--- config.mk ---
export PLATFORM = sky130hd
export DESIGN_NAME = icache_ctrl_nway
export DESIGN_NICKNAME = d
export VERILOG_FILES = /design/src/rtl/icache_pkg.sv /design/src/rtl/icache_ctrl_nway_sat_counter.sv /design/src/rtl/icache_ctrl_nway.sv
export SDC_FILE = /design/constraint.sdc
export NUM_CORES = 1
export LEC_CHECK = 0
export ABC_AREA = 1
export BUFFER_PORTS_ARGS = -buffer_cell sky130_fd_sc_hd__buf_2
export CAP_MARGIN = 0
export CORE_ASPECT_RATIO = 0.5
export CORE_MARGIN = 5
export CORE_UTILIZATION = 55
export CTS_CLUSTER_DIAMETER = 30
export DETAILED_ROUTE_END_ITERATION = 16
export PLACE_DENSITY = 0.78
export SLEW_MARGIN = 20
export SYNTH_ARGS = -nofsm -noshare
export SYNTH_HDL_FRONTEND = slang
export SYNTH_SLANG_ARGS = --single-unit
--- constraint.sdc ---
create_clock -name clk -period 3.27 [get_ports clk]
set_clock_uncertainty 0.2 [all_clocks]
set_input_delay 0.1635 -clock clk [delete_from_list [all_inputs] [get_ports clk]]
set_output_delay 0.1635 -clock clk [all_outputs]
set_load 0.02 [all_outputs]
--- src/rtl/icache_pkg.sv ---
`default_nettype none
// ============================================================================
// Module      : icache_pkg
// Description : Shared types and helpers for the N-way instruction-cache
//               controller: controller state encoding, way-index width
//               calculation and line-address alignment.
// Revision    : 1.0 - initial release
// ============================================================================
package icache_pkg;

    // Explicit 3-bit encoding; codes 6 and 7 are illegal and recover to IDLE.
    typedef enum logic [2:0] {
        IDLE        = 3'd0,
        BUSY        = 3'd1,
        MISS_FETCH  = 3'd2,
        MISS_FILL   = 3'd3,
        PF_HIT_FILL = 3'd4,
        PF_FETCH    = 3'd5
    } icache_state_e;

    // A direct-mapped cache still needs a 1-bit way index on the array port.
    function automatic int way_w(input int ways);
        return (ways > 1) ? $clog2(ways) : 1;
    endfunction

    // Clears the line-offset bits. Works on a 64-bit container so that any
    // address width up to 64 can share one helper; callers cast back down.
    function automatic logic [63:0] line_addr(input logic [63:0] addr,
                                              input int          offset_w);
        return addr & ~((64'd1 << offset_w) - 64'd1);
    endfunction

endpackage : icache_pkg
`default_nettype wire

--- src/rtl/icache_ctrl_nway_sat_counter.sv ---
`default_nettype none
// ============================================================================
// Module      : sat_counter
// Description : Saturating up-counter with synchronous flush.
//               Flush beats increment; the count sticks at all-ones.
// Ports       : clk   - clock
//               rst_n - asynchronous active-low reset (count -> 0)
//               inc   - increment request
//               flush - clear request (priority over inc)
//               count - current value
// Revision    : 1.0 - initial release
// ============================================================================
module sat_counter #(
    parameter int W = 32
) (
    input  logic         clk,
    input  logic         rst_n,
    input  logic         inc,
    input  logic         flush,
    output logic [W-1:0] count
);

    logic [W-1:0] r_count;

    always_ff @(posedge clk or negedge rst_n) begin
        if (!rst_n) begin
            r_count <= '0;
        end else if (flush) begin
            r_count <= '0;
        end else if (inc && (r_count != {W{1'b1}})) begin
            r_count <= r_count + 1'b1;
        end
    end

    assign count = r_count;

endmodule : sat_counter
`default_nettype wire

--- src/rtl/icache_ctrl_nway.sv ---
`default_nettype none
// ============================================================================
// Module      : icache_ctrl_nway
// Description : N-way set-associative instruction-cache controller with
//               miss fill from physical memory, a one-line next-line
//               prefetch buffer and saturating hit/miss counters. Line data
//               lives in external arrays; this block only steers them.
// Ports       : clk, rst_n              - clock, async active-low reset
//               cmem_read/address       - fetch request (held until resp)
//               cmem_resp               - one-cycle fetch completion
//               unleash_cmem_rdata      - enables array read data to fetch
//               hit/hit_way/lru_way     - lookup results from the arrays
//               way_select              - array way index
//               cache_write             - write line, tag and valid bit
//               valid_bit_datain        - valid value written
//               data_src_sel            - fill source: 0 pmem, 1 pf buffer
//               pmem_read/address/resp  - physical memory handshake
//               pf_buf_load             - capture pmem rdata into pf buffer
//               flush_hit/flush_miss    - counter clears
//               hit_count/miss_count    - performance counters
// Revision    : 1.0 - initial release
// ============================================================================
module icache_ctrl_nway
    import icache_pkg::*;
#(
    parameter  int WAYS        = 2,
    parameter  int ADDR_W      = 32,
    parameter  int OFFSET_W    = 5,
    parameter  int CNT_W       = 32,
    parameter  int PREFETCH_EN = 1,
    localparam int WAY_W       = way_w(WAYS)
) (
    input  logic              clk,
    input  logic              rst_n,
    input  logic              cmem_read,
    input  logic [ADDR_W-1:0] cmem_address,
    output logic              cmem_resp,
    output logic              unleash_cmem_rdata,
    input  logic              hit,
    input  logic [WAY_W-1:0]  hit_way,
    input  logic [WAY_W-1:0]  lru_way,
    output logic [WAY_W-1:0]  way_select,
    output logic              cache_write,
    output logic              valid_bit_datain,
    output logic              data_src_sel,
    output logic              pmem_read,
    output logic [ADDR_W-1:0] pmem_address,
    input  logic              pmem_resp,
    output logic              pf_buf_load,
    input  logic              flush_hit,
    input  logic              flush_miss,
    output logic [CNT_W-1:0]  hit_count,
    output logic [CNT_W-1:0]  miss_count
);

    localparam logic              c_PF_EN      = (PREFETCH_EN != 0);
    localparam logic [ADDR_W-1:0] c_LINE_BYTES = ADDR_W'(1) << OFFSET_W;

    icache_state_e     r_state;
    logic              r_pf_valid;
    logic              r_pf_pending;
    logic [ADDR_W-1:0] r_pf_addr;

    logic [ADDR_W-1:0] w_line;
    logic [ADDR_W-1:0] w_next_line;
    logic              w_pf_match;
    logic              w_hit_inc;
    logic              w_miss_inc;

    assign w_line      = ADDR_W'(line_addr(64'(cmem_address), OFFSET_W));
    // Natural modulo-2^ADDR_W wrap: the line after the top line is line 0.
    assign w_next_line = w_line + c_LINE_BYTES;
    // A buffered prefetch line satisfies the demand miss without pmem traffic.
    assign w_pf_match  = c_PF_EN && r_pf_valid && (r_pf_addr == w_line);

    // ------------------------------------------------------------------
    // State machine and prefetch bookkeeping
    // ------------------------------------------------------------------
    always_ff @(posedge clk or negedge rst_n) begin
        if (!rst_n) begin
            r_state      <= IDLE;
            r_pf_valid   <= 1'b0;
            r_pf_pending <= 1'b0;
            r_pf_addr    <= '0;
        end else begin
            case (r_state)
                IDLE: begin
                    // Demand traffic always wins over a pending prefetch.
                    if (cmem_read) begin
                        if (!hit) begin
                            r_state <= BUSY;
                        end
                    end else if (r_pf_pending && c_PF_EN) begin
                        r_state <= PF_FETCH;
                    end
                end
                BUSY: begin
                    // Arrays are registered; this cycle re-reads the lookup.
                    if (hit) begin
                        r_state <= IDLE;
                    end else if (w_pf_match) begin
                        r_state <= PF_HIT_FILL;
                    end else begin
                        r_state <= MISS_FETCH;
                    end
                end
                MISS_FETCH: begin
                    if (pmem_resp) begin
                        r_state <= MISS_FILL;
                    end
                end
                MISS_FILL: begin
                    // A fresh miss retargets the prefetcher and drops any
                    // stale buffered line.
                    r_pf_addr    <= w_next_line;
                    r_pf_valid   <= 1'b0;
                    r_pf_pending <= c_PF_EN;
                    r_state      <= IDLE;
                end
                PF_HIT_FILL: begin
                    r_pf_addr    <= w_next_line;
                    r_pf_valid   <= 1'b0;
                    r_pf_pending <= c_PF_EN;
                    r_state      <= IDLE;
                end
                PF_FETCH: begin
                    // Not abortable: a demand request waits for completion.
                    if (pmem_resp) begin
                        r_pf_valid   <= 1'b1;
                        r_pf_pending <= 1'b0;
                        r_state      <= IDLE;
                    end
                end
                default: begin
                    r_state <= IDLE;
                end
            endcase
        end
    end

    // ------------------------------------------------------------------
    // Output decode. Hits answer in the same cycle, so outputs are decoded
    // from state plus inputs; rst_n gating forces them low during reset.
    // ------------------------------------------------------------------
    always_comb begin
        cmem_resp          = 1'b0;
        unleash_cmem_rdata = 1'b0;
        way_select         = '0;
        cache_write        = 1'b0;
        valid_bit_datain   = 1'b0;
        data_src_sel       = 1'b0;
        pmem_read          = 1'b0;
        pmem_address       = '0;
        pf_buf_load        = 1'b0;
        w_hit_inc          = 1'b0;
        w_miss_inc         = 1'b0;
        if (rst_n) begin
            case (r_state)
                IDLE: begin
                    if (cmem_read && hit) begin
                        cmem_resp          = 1'b1;
                        unleash_cmem_rdata = 1'b1;
                        way_select         = hit_way;
                        w_hit_inc          = 1'b1;
                    end
                end
                BUSY: begin
                    w_miss_inc = !hit && !w_pf_match;
                end
                MISS_FETCH: begin
                    pmem_read    = 1'b1;
                    pmem_address = w_line;
                end
                MISS_FILL: begin
                    way_select       = lru_way;
                    cache_write      = 1'b1;
                    valid_bit_datain = 1'b1;
                    data_src_sel     = 1'b0;
                end
                PF_HIT_FILL: begin
                    way_select       = lru_way;
                    cache_write      = 1'b1;
                    valid_bit_datain = 1'b1;
                    data_src_sel     = 1'b1;
                    w_hit_inc        = 1'b1;
                end
                PF_FETCH: begin
                    pmem_read    = 1'b1;
                    pmem_address = r_pf_addr;
                    pf_buf_load  = pmem_resp;
                end
                default: begin
                    w_hit_inc = 1'b0;
                end
            endcase
        end
    end

    // ------------------------------------------------------------------
    // Performance counters
    // ------------------------------------------------------------------
    sat_counter #(
        .W (CNT_W)
    ) u_hit_cnt (
        .clk   (clk),
        .rst_n (rst_n),
        .inc   (w_hit_inc),
        .flush (flush_hit),
        .count (hit_count)
    );

    sat_counter #(
        .W (CNT_W)
    ) u_miss_cnt (
        .clk   (clk),
        .rst_n (rst_n),
        .inc   (w_miss_inc),
        .flush (flush_miss),
        .count (miss_count)
    );

endmodule : icache_ctrl_nway
`default_nettype wire

==> results of run 1 <==
==> through the flow <==
stage / setup slack (ns) / hold WS, ns / total power (W) / cells
2_1_floorplan: 1.20 / -0.332 / 0.00264 / 1103
3_3_place_gp: 0.878 / 0.127 / 0.00297 / 1375
3_5_place_dp: 0.844 / 0.123 / 0.00302 / 1375
4_1_cts: 0.582 / 0.00979 / 0.00428 / 1403
5_1_grt: 0.364 / 0.0161 / 0.00455 / 1403
6_report: 0.508 / 0.0116 / 0.00427 / 1403
==> cell families (layout without fill, tap and decap cells) <==
family / after synthesis / in the layout
AO/OA/AOI/OAI: 104 / 104
flip-flops: 96 / 96
buffers and inverters: 163 / 293
XOR/XNOR: 57 / 57
other: 1 / 5
adder cells (fa/ha/maj): 3 / 3
AND/OR/NAND/NOR: 675 / 675
==> metal layers <==
metal  track usage [%]  share of wire [%]
met5                 0                  0
met1              32.9                 43
met2              44.7                 49
met3              5.86                7.2
met4              6.20                1.7
==> final cells by class <==
class	count	share of cell area [%]
Clock buffer	9	2.71
Tap cell	170	2.56
Clock inverter	7	1.43
Timing Repair Buffer	155	10.4
Multi-Input combinational cell	844	48.5
Inverter	122	5.51
Sequential cell	96	28.9
==> synth_stat cells, types with 3 or more instances <==
| cell | n | area share [%] |
|---|---|---|
| dfrtp_1 | 96 | 34 |
| buf_4 | 10 | 1.1 |
| nand2_2 | 6 | 0.53 |
| nor2_2 | 6 | 0.53 |
| xor2_1 | 33 | 4.1 |
| nand3_2 | 4 | 0.56 |
| buf_2 | 5 | 0.35 |
| nor3_2 | 3 | 0.42 |
| inv_1 | 114 | 6.0 |
| buf_6 | 7 | 1.1 |
| a21oi_1 | 37 | 2.6 |
| nand4_1 | 17 | 1.5 |
| nor3_1 | 48 | 3.4 |
| o21ai_1 | 15 | 1.1 |
| o21ai_0 | 40 | 2.8 |
| xnor2_1 | 24 | 3.0 |
| buf_1 | 3 | 0.16 |
| nor2_1 | 131 | 6.9 |
| inv_2 | 7 | 0.37 |
| nand2_4 | 3 | 0.47 |
| nor2_4 | 4 | 0.63 |
| nand3_1 | 80 | 5.6 |
| ha_1 | 3 | 0.53 |
| clkbuf_1 | 16 | 0.84 |
| nand2_1 | 362 | 19 |
==> worst max-delay path, stage by stage (launching register included) <==
cell	delay, ns
dfrtp_1	0.39
inv_1	0.19
nand2_1	0.17
nor2_2	0.45
buf_4	0.32
nand2_1	0.08
a21oi_1	0.24
buf_2	0.21
==> flip-flops by register name, summed over array words and instances (netlist names) <==
signal,cells
r_pf_pending,1
u_miss_cnt.count,32
u_hit_cnt.count,32
r_pf_valid,1
r_pf_addr,27
r_state,3
==> cell usage in the layout (no fill, tap or decap), drive strengths merged, types with 2 or more instances in the layout <==
master / synthesis / routed
o21ai: 56 / 56
o21bai: 2 / 2
xor2: 33 / 33
nor2: 141 / 141
nor3b: 2 / 2
dfrtp: 96 / 96
dlygate4sd3: 0 / 12
nor4: 2 / 2
nand2: 371 / 371
o22ai: 2 / 2
inv: 121 / 122
bufinv: 0 / 3
or2: 2 / 2
a21oi: 38 / 38
clkbuf: 16 / 9
nand3: 84 / 84
clkinvlp: 0 / 2
xnor2: 24 / 24
nand4: 19 / 19
clkinv: 1 / 2
buf: 25 / 143
conb: 1 / 5
nand3b: 2 / 2
nor3: 51 / 51
ha: 3 / 3
==> worst max-delay path by stage <==
stage,start,end,depth (start not counted)
after global placement,u_hit_cnt.count[0]$_DFFE_PN0P_,u_hit_cnt.count[5]$_DFFE_PN0P_,11
after CTS,r_state[2]$_DFFE_PN0P_,pmem_address[29],7
after detailed placement,u_hit_cnt.count[1]$_DFFE_PN0P_,u_hit_cnt.count[5]$_DFFE_PN0P_,11
final,r_state[2]$_DFFE_PN0P_,pmem_address[29],7
after floorplan,u_hit_cnt.count[1]$_DFFE_PN0P_,u_hit_cnt.count[5]$_DFFE_PN0P_,12
after global routing,r_state[2]$_DFFE_PN0P_,pmem_address[29],7
==> power by group through the flow <==
stage	clock [W]	sequential, W	combinational (W)
after floorplan	0	0.00157	0.00107
after global placement	0	0.00159	0.00138
after detailed placement	0	0.00160	0.00143
after CTS	0.00126	0.00158	0.00144
after global routing	0.00131	0.00161	0.00163
final	0.00124	0.00159	0.00144
==> metrics, run 1 <==
r2r endpoint u_hit_cnt.count[5]$_DFFE_PN0P_; cts repair resizes 0; first-pass GRT wire length 33300 um; clock sink count 96; Root Driver clkbuf_16; placed instance area 7840 sq um; cts hold-fix bufs 12; Synth Area in Adders 0.527%; Remaining Overflow, GRT 0; maximum root-to-sink buffer count 2; Total Negative Setup Slacks 0 ns; Hold Path Class primary input to flip-flop; fmax 0.362 GHz; Post-DRT Antenna Nets 0; Critical Path Fanout Max 16; GR Util All Layers 25.8%; Hold EP r_pf_addr[28]$_DFFE_PN0N_; CP required 2.91 ns; sequential power share 37.2%; r2r startpoint u_hit_cnt.count[1]$_DFFE_PN0P_; Async S/R FF share, synth 100%; mux contribution to synthesized area 0%; htree depth 3; Layout Nets 1272; Synth Flop Type dfrtp_1; PwrDens 514 nW/um^2; die width 171 um; Multi-input gate area 4030 sq um; Reg2Reg Depth 11; Synth Instances 1099; kind of critical path flip-flop to output pin; Post-CTS Setup Inserts 0; XOR/XNOR share of the synthesized area 7.01%; drt initial violations 497; Synth Area per Inst 6.48 sq um; Seq. cell area 2400 sq um; NetSw 0.00166 W; leakage 4.05 nW; number of max-cap violations 0; P&R area growth vs syn 16.6%; drt first pass iters 5; die height 90.5 um; Tcrit/Tclk final 84.5%; crit end category output pin; num ports 145; Warnings, synthesis 0; Yosys reg bits 96; Final Hold Viols 0; DP HPWL 14400 um; Worst-Skew Late Latency 0.35 ns; die area 15500 sq um; largest net degree at the start of global routing 55; Netlist cell types 46; Vias 7484; number of global-route vias before repair 7133; Clock Power Share 29.0%; Syn Std Cell Area 7120 sq um; relative slew slack 49.8%; final instance area 8310 sq um; Initial Util 56.2%; PortBufs 134; Pint 0.00261 W; Synth Area in Simple Gates 41.0%; Slew @ Worst Pin 0.752 ns; drt drc 0; outcome complete, no violations; post-layout min period 2.76 ns; share of layout cells above drive strength 1 16.1%; Final Util 65.6%; Setup Viol. Count Final 0; n_diodes 0; Comb pwr share 33.8%; WL/cell 14.2 um; Core ar. 12700 sq um; largest family of logic cells by synthesized area simple AND/OR/NAND/NOR gates; startpoint types flip-flop; worst vdd ir 0.324 mV; final-report max-slew violation count 0; RSZ-0062 raised after global routing false; EDFF count, synth 0; Hold Path Origin cmem_address[28]; Routed Wire Length 19900 um; CTS tree done; Via density 5.33; RD Place Congestion 0.933; initial antenna violation count 0; number of fill cells in the layout 1160; register area share after synthesis 33.7%; Worst R2R Setup Slack 0.79 ns; CTS Buf Count 9; compound-cell area share of the yosys netlist 7.77%; switching share of power 38.8%; Arrival @ worst endpoint 2.40 ns; number of core rows 29; hold path depth 4; Reg clk slew, reported paths 0.06 ns
Note: power is estimated with default switching activity, not from simulation.
==> run 2, diff against run 1 <==
--- a/config.mk
+++ b/config.mk
@@ -5,7 +5,7 @@
 export SDC_FILE = /design/constraint.sdc
 export NUM_CORES = 1
 export LEC_CHECK = 0
-export ABC_AREA = 1
+export ABC_AREA = 0
 export BUFFER_PORTS_ARGS = -buffer_cell sky130_fd_sc_hd__buf_2
 export CAP_MARGIN = 0
 export CORE_ASPECT_RATIO = 0.5
@@ -13,7 +13,7 @@
 export CORE_UTILIZATION = 55
 export CTS_CLUSTER_DIAMETER = 30
 export DETAILED_ROUTE_END_ITERATION = 16
-export PLACE_DENSITY = 0.78
+export PLACE_DENSITY = 0.79
 export SLEW_MARGIN = 20
 export SYNTH_ARGS = -nofsm -noshare
 export SYNTH_HDL_FRONTEND = slang
==> constraint.sdc (replaced) <==
create_clock -name clk -period 2.7 [get_ports clk]
set_clock_uncertainty 0.2 [all_clocks]
set_input_delay 0.135 -clock clk [delete_from_list [all_inputs] [get_ports clk]]
set_output_delay 0.135 -clock clk [all_outputs]
set_load 0.02 [all_outputs]
==> metrics, run 2 <==
top cell type's share of synthesized area 39.1% (was 33.7%); Critical Path Fanout Max 18 (was 16); Critical path origin cmem_address[25] (was r_state[2]$_DFFE_PN0P_); clock sink count 96 (unchanged); die height 84.7 um (was 90.5 um); number of global-route vias before repair 5767 (was 7133); GR Util All Layers 24.7% (was 25.8%); Worst-Skew Late Latency 0.34 ns (was 0.35 ns); num ports 145 (unchanged); Via density 5.86 (was 5.33); WL/cell 16.3 um (was 14.2 um); most common cell in the synthesized netlist nor2_1 (was nand2_1); crit path cell chain dlygate4sd3_1 -> buf_2 -> xor2_1 -> nor4_1 -> nand4_1 -> o211ai_1 -> buf_4 -> nand3b_1 -> mux2_2 (was inv_1 -> nand2_1 -> nor2_2 -> buf_4 -> nand2_1 -> a21oi_1 -> buf_2); Remaining Overflow, GRT 0 (unchanged); share of layout cells above drive strength 1 24.5% (was 16.1%); number of max-cap violations 0 (unchanged); first-pass GRT wire length 28100 um (was 33300 um); Netlist cell types 57 (was 46); drt initial violations 485 (was 497); Final Hold Viols 0 (unchanged); die width 159 um (was 171 um); die area 13500 sq um (was 15500 sq um); Reg clk slew, reported paths 0.07 ns (was 0.06 ns); CP required 2.73 ns (was 2.91 ns); Warnings, synthesis 0 (unchanged); most common cell after layout, fill and taps aside buf_2 (was nand2_1); Multi-input gate area 3480 sq um (was 4030 sq um); register area share after synthesis 39.1% (was 33.7%); CTS Buf Count 9 (unchanged); startpoint types primary input (was flip-flop); number of fill cells in the layout 862 (was 1160); Setup Viol. Count Final 0 (unchanged); Root Driver clkbuf_16 (unchanged); RD Place Congestion 0.896 (was 0.933); worst vdd ir 0.430 mV (was 0.324 mV); Hold Path Class primary input to flip-flop (unchanged); Vias 5994 (was 7484); CP Buf/Inv Count 3 (unchanged); fmax 0.377 GHz; Synth Flop Type dfrtp_1 (unchanged); Syn Std Cell Area 6140 sq um (was 7120 sq um); Fin Hold WS 0.00981 ns (was 0.0116 ns); Arrival @ worst endpoint 2.68 ns (was 2.40 ns); Core ar. 10900 sq um (was 12700 sq um); r2r startpoint u_hit_cnt.count[7]$_DFFE_PN0P_ (was u_hit_cnt.count[1]$_DFFE_PN0P_); P&R area growth vs syn 23.5% (was 16.6%); EDFF count, synth 0 (unchanged); top cell type by total area after synthesis dfrtp_1 (unchanged); Routed Wire Length 16600 um (was 19900 um); most frequent cells in the layout buf_2, nor2_1, dfrtp_1 (was nand2_1, buf_2, nor2_1); Async S/R FF share, synth 100% (unchanged); Critical Path Max Stage Delay 0.54 ns (was 0.45 ns); Tcrit/Tclk final 98.3%; Initial Util 56.1% (was 56.2%); crit end category flip-flop (was output pin); total power 0.00476 W (was 0.00427 W); relative slew slack 47.2% (was 49.8%); largest cells by area after synthesis dfrtp_1, xor2_1, nor2_1 (was dfrtp_1, nand2_1, nor2_1); drt drc 0 (unchanged); largest net degree at the start of global routing 48 (was 55); kind of cell adding the most delay to the critical path buffers and inverters (unchanged); Post-CTS Setup Inserts 0 (unchanged); Slowest-stage cell, CP dlygate4sd3_1 (was nor2_2); initial antenna violation count 0 (unchanged); Hold Path Origin cmem_address[14] (was cmem_address[28]); PortBufs 134 (unchanged); leakage 3.31 nW (was 4.05 nW); CTS tree done (unchanged); Seq. cell area 2400 sq um (unchanged); number of core rows 27 (was 29); DP HPWL 11500 um (was 14400 um); Synth top cells by count nor2_1, dfrtp_1, a21oi_1, xor2_1, nand3_1 (was nand2_1, nor2_1, inv_1, dfrtp_1, nand3_1); outcome complete, no violations (unchanged); drt first pass iters 5 (unchanged); n_diodes 0 (unchanged); Post-DRT Antenna Nets 0 (unchanged); kind of critical path primary input to flip-flop (was flip-flop to output pin); maximum root-to-sink buffer count 2 (unchanged); final-report max-slew violation count 0 (unchanged); Yosys reg bits 96 (unchanged); Slew @ Worst Pin 0.792 ns (was 0.752 ns); htree depth 3 (unchanged); Synth Instances 717 (was 1099); post-layout min period 2.66 ns; Synth Area per Inst 8.56 sq um (was 6.48 sq um); Layout Nets 916 (was 1272); PwrDens 628 nW/um^2 (was 514 nW/um^2)
## run 2: changes by cell type after synthesis, moves of 28 or more
cell / before / now
nand2_1: 362 / 35
inv_1: 114 / 14
nand3_1: 80 / 38
nor3_1: 48 / 17
a22oi_1: 0 / 28
o21ai_0: 40 / 10
## run 2: final timing paths
check / endpoint / slack (ns) / cells past startpoint
max: u_miss_cnt.count[23]$_DFFE_PN0P_ / 0.04 / 9
min: r_pf_addr[14]$_DFFE_PN0N_ / 0.01 / 3
max reg2reg: u_hit_cnt.count[18]$_DFFE_PN0P_ / 0.09 / 6
min reg2reg: r_pf_pending$_DFFE_PN0P_ / 0.28 / 1
max in group asynchronous: u_miss_cnt.count[9]$_DFFE_PN0P_ / 1.00 / 4
min in group asynchronous: r_pf_addr[13]$_DFFE_PN0N_ / 0.30 / 3
## run 2: cell type report
cell class	count	area share [%]
Multi-Input combinational cell	558	45.9
Sequential cell	96	31.7
Timing Repair Buffer	192	15.7
Clock buffer	11	3.20
Tap cell	145	2.39
Inverter	15	0.742
Clock inverter	5	0.412
## run 2: cell families after synthesis
logic type | after synthesis | synth area share [%]
compound gates | 120 | 12.1
xor+xnor | 74 | 10.6
fa+ha+maj | 3 | 0.611
buf+inv | 67 | 4.99
flops | 96 | 39.1
mux | 16 | 2.93
other cells | 1 | 0.0611
simple gates | 340 | 29.6
## run 2: timing repair
item,4_1_cts,5_1_grt
hold buffers,27,0
gates resized for setup,0,2
endpoints found under the setup margin,0,3
endpoints found under the hold margin,82,0
## run 2: worst min-delay path: stages
cell	delay (ns)
buf_2	0.14
xor2_1	0.16
a21oi_1	0.08
## run 2: routing by layer
metal  routed length, um  global-route usage [%]  up-vias
met1                7290                    33.2     2871
met2                8080                    41.3      221
met4                 289                    6.81        0
met3                 972                    4.51       35
li1                    -                       -     2867
met5                   0                       0        -
## run 2: metrics by stage
step                cell area, sq um  setup WS, ns  cells  utilization [%]  setup TNS [ns]
floorplan                       6160         0.177    721                -               0
global placement                7030         0.240    979             64.2               0
global route                    7580       -0.0102   1022             69.3         -0.0188
CTS                             7570         0.141   1022             69.2               0
finish                          7580        0.0448   1022             69.3               0
detailed placement              7030         0.148    979             64.2               0
## run 2: report_power, final
part | switching [W] | total [W] | internal (W)
clock network | 0.000564 | 0.00121 | 0.000650
registers | 0.000221 | 0.00191 | 0.00168
logic | 0.00101 | 0.00164 | 0.000638
total | 0.00179 | 0.00476 | 0.00297
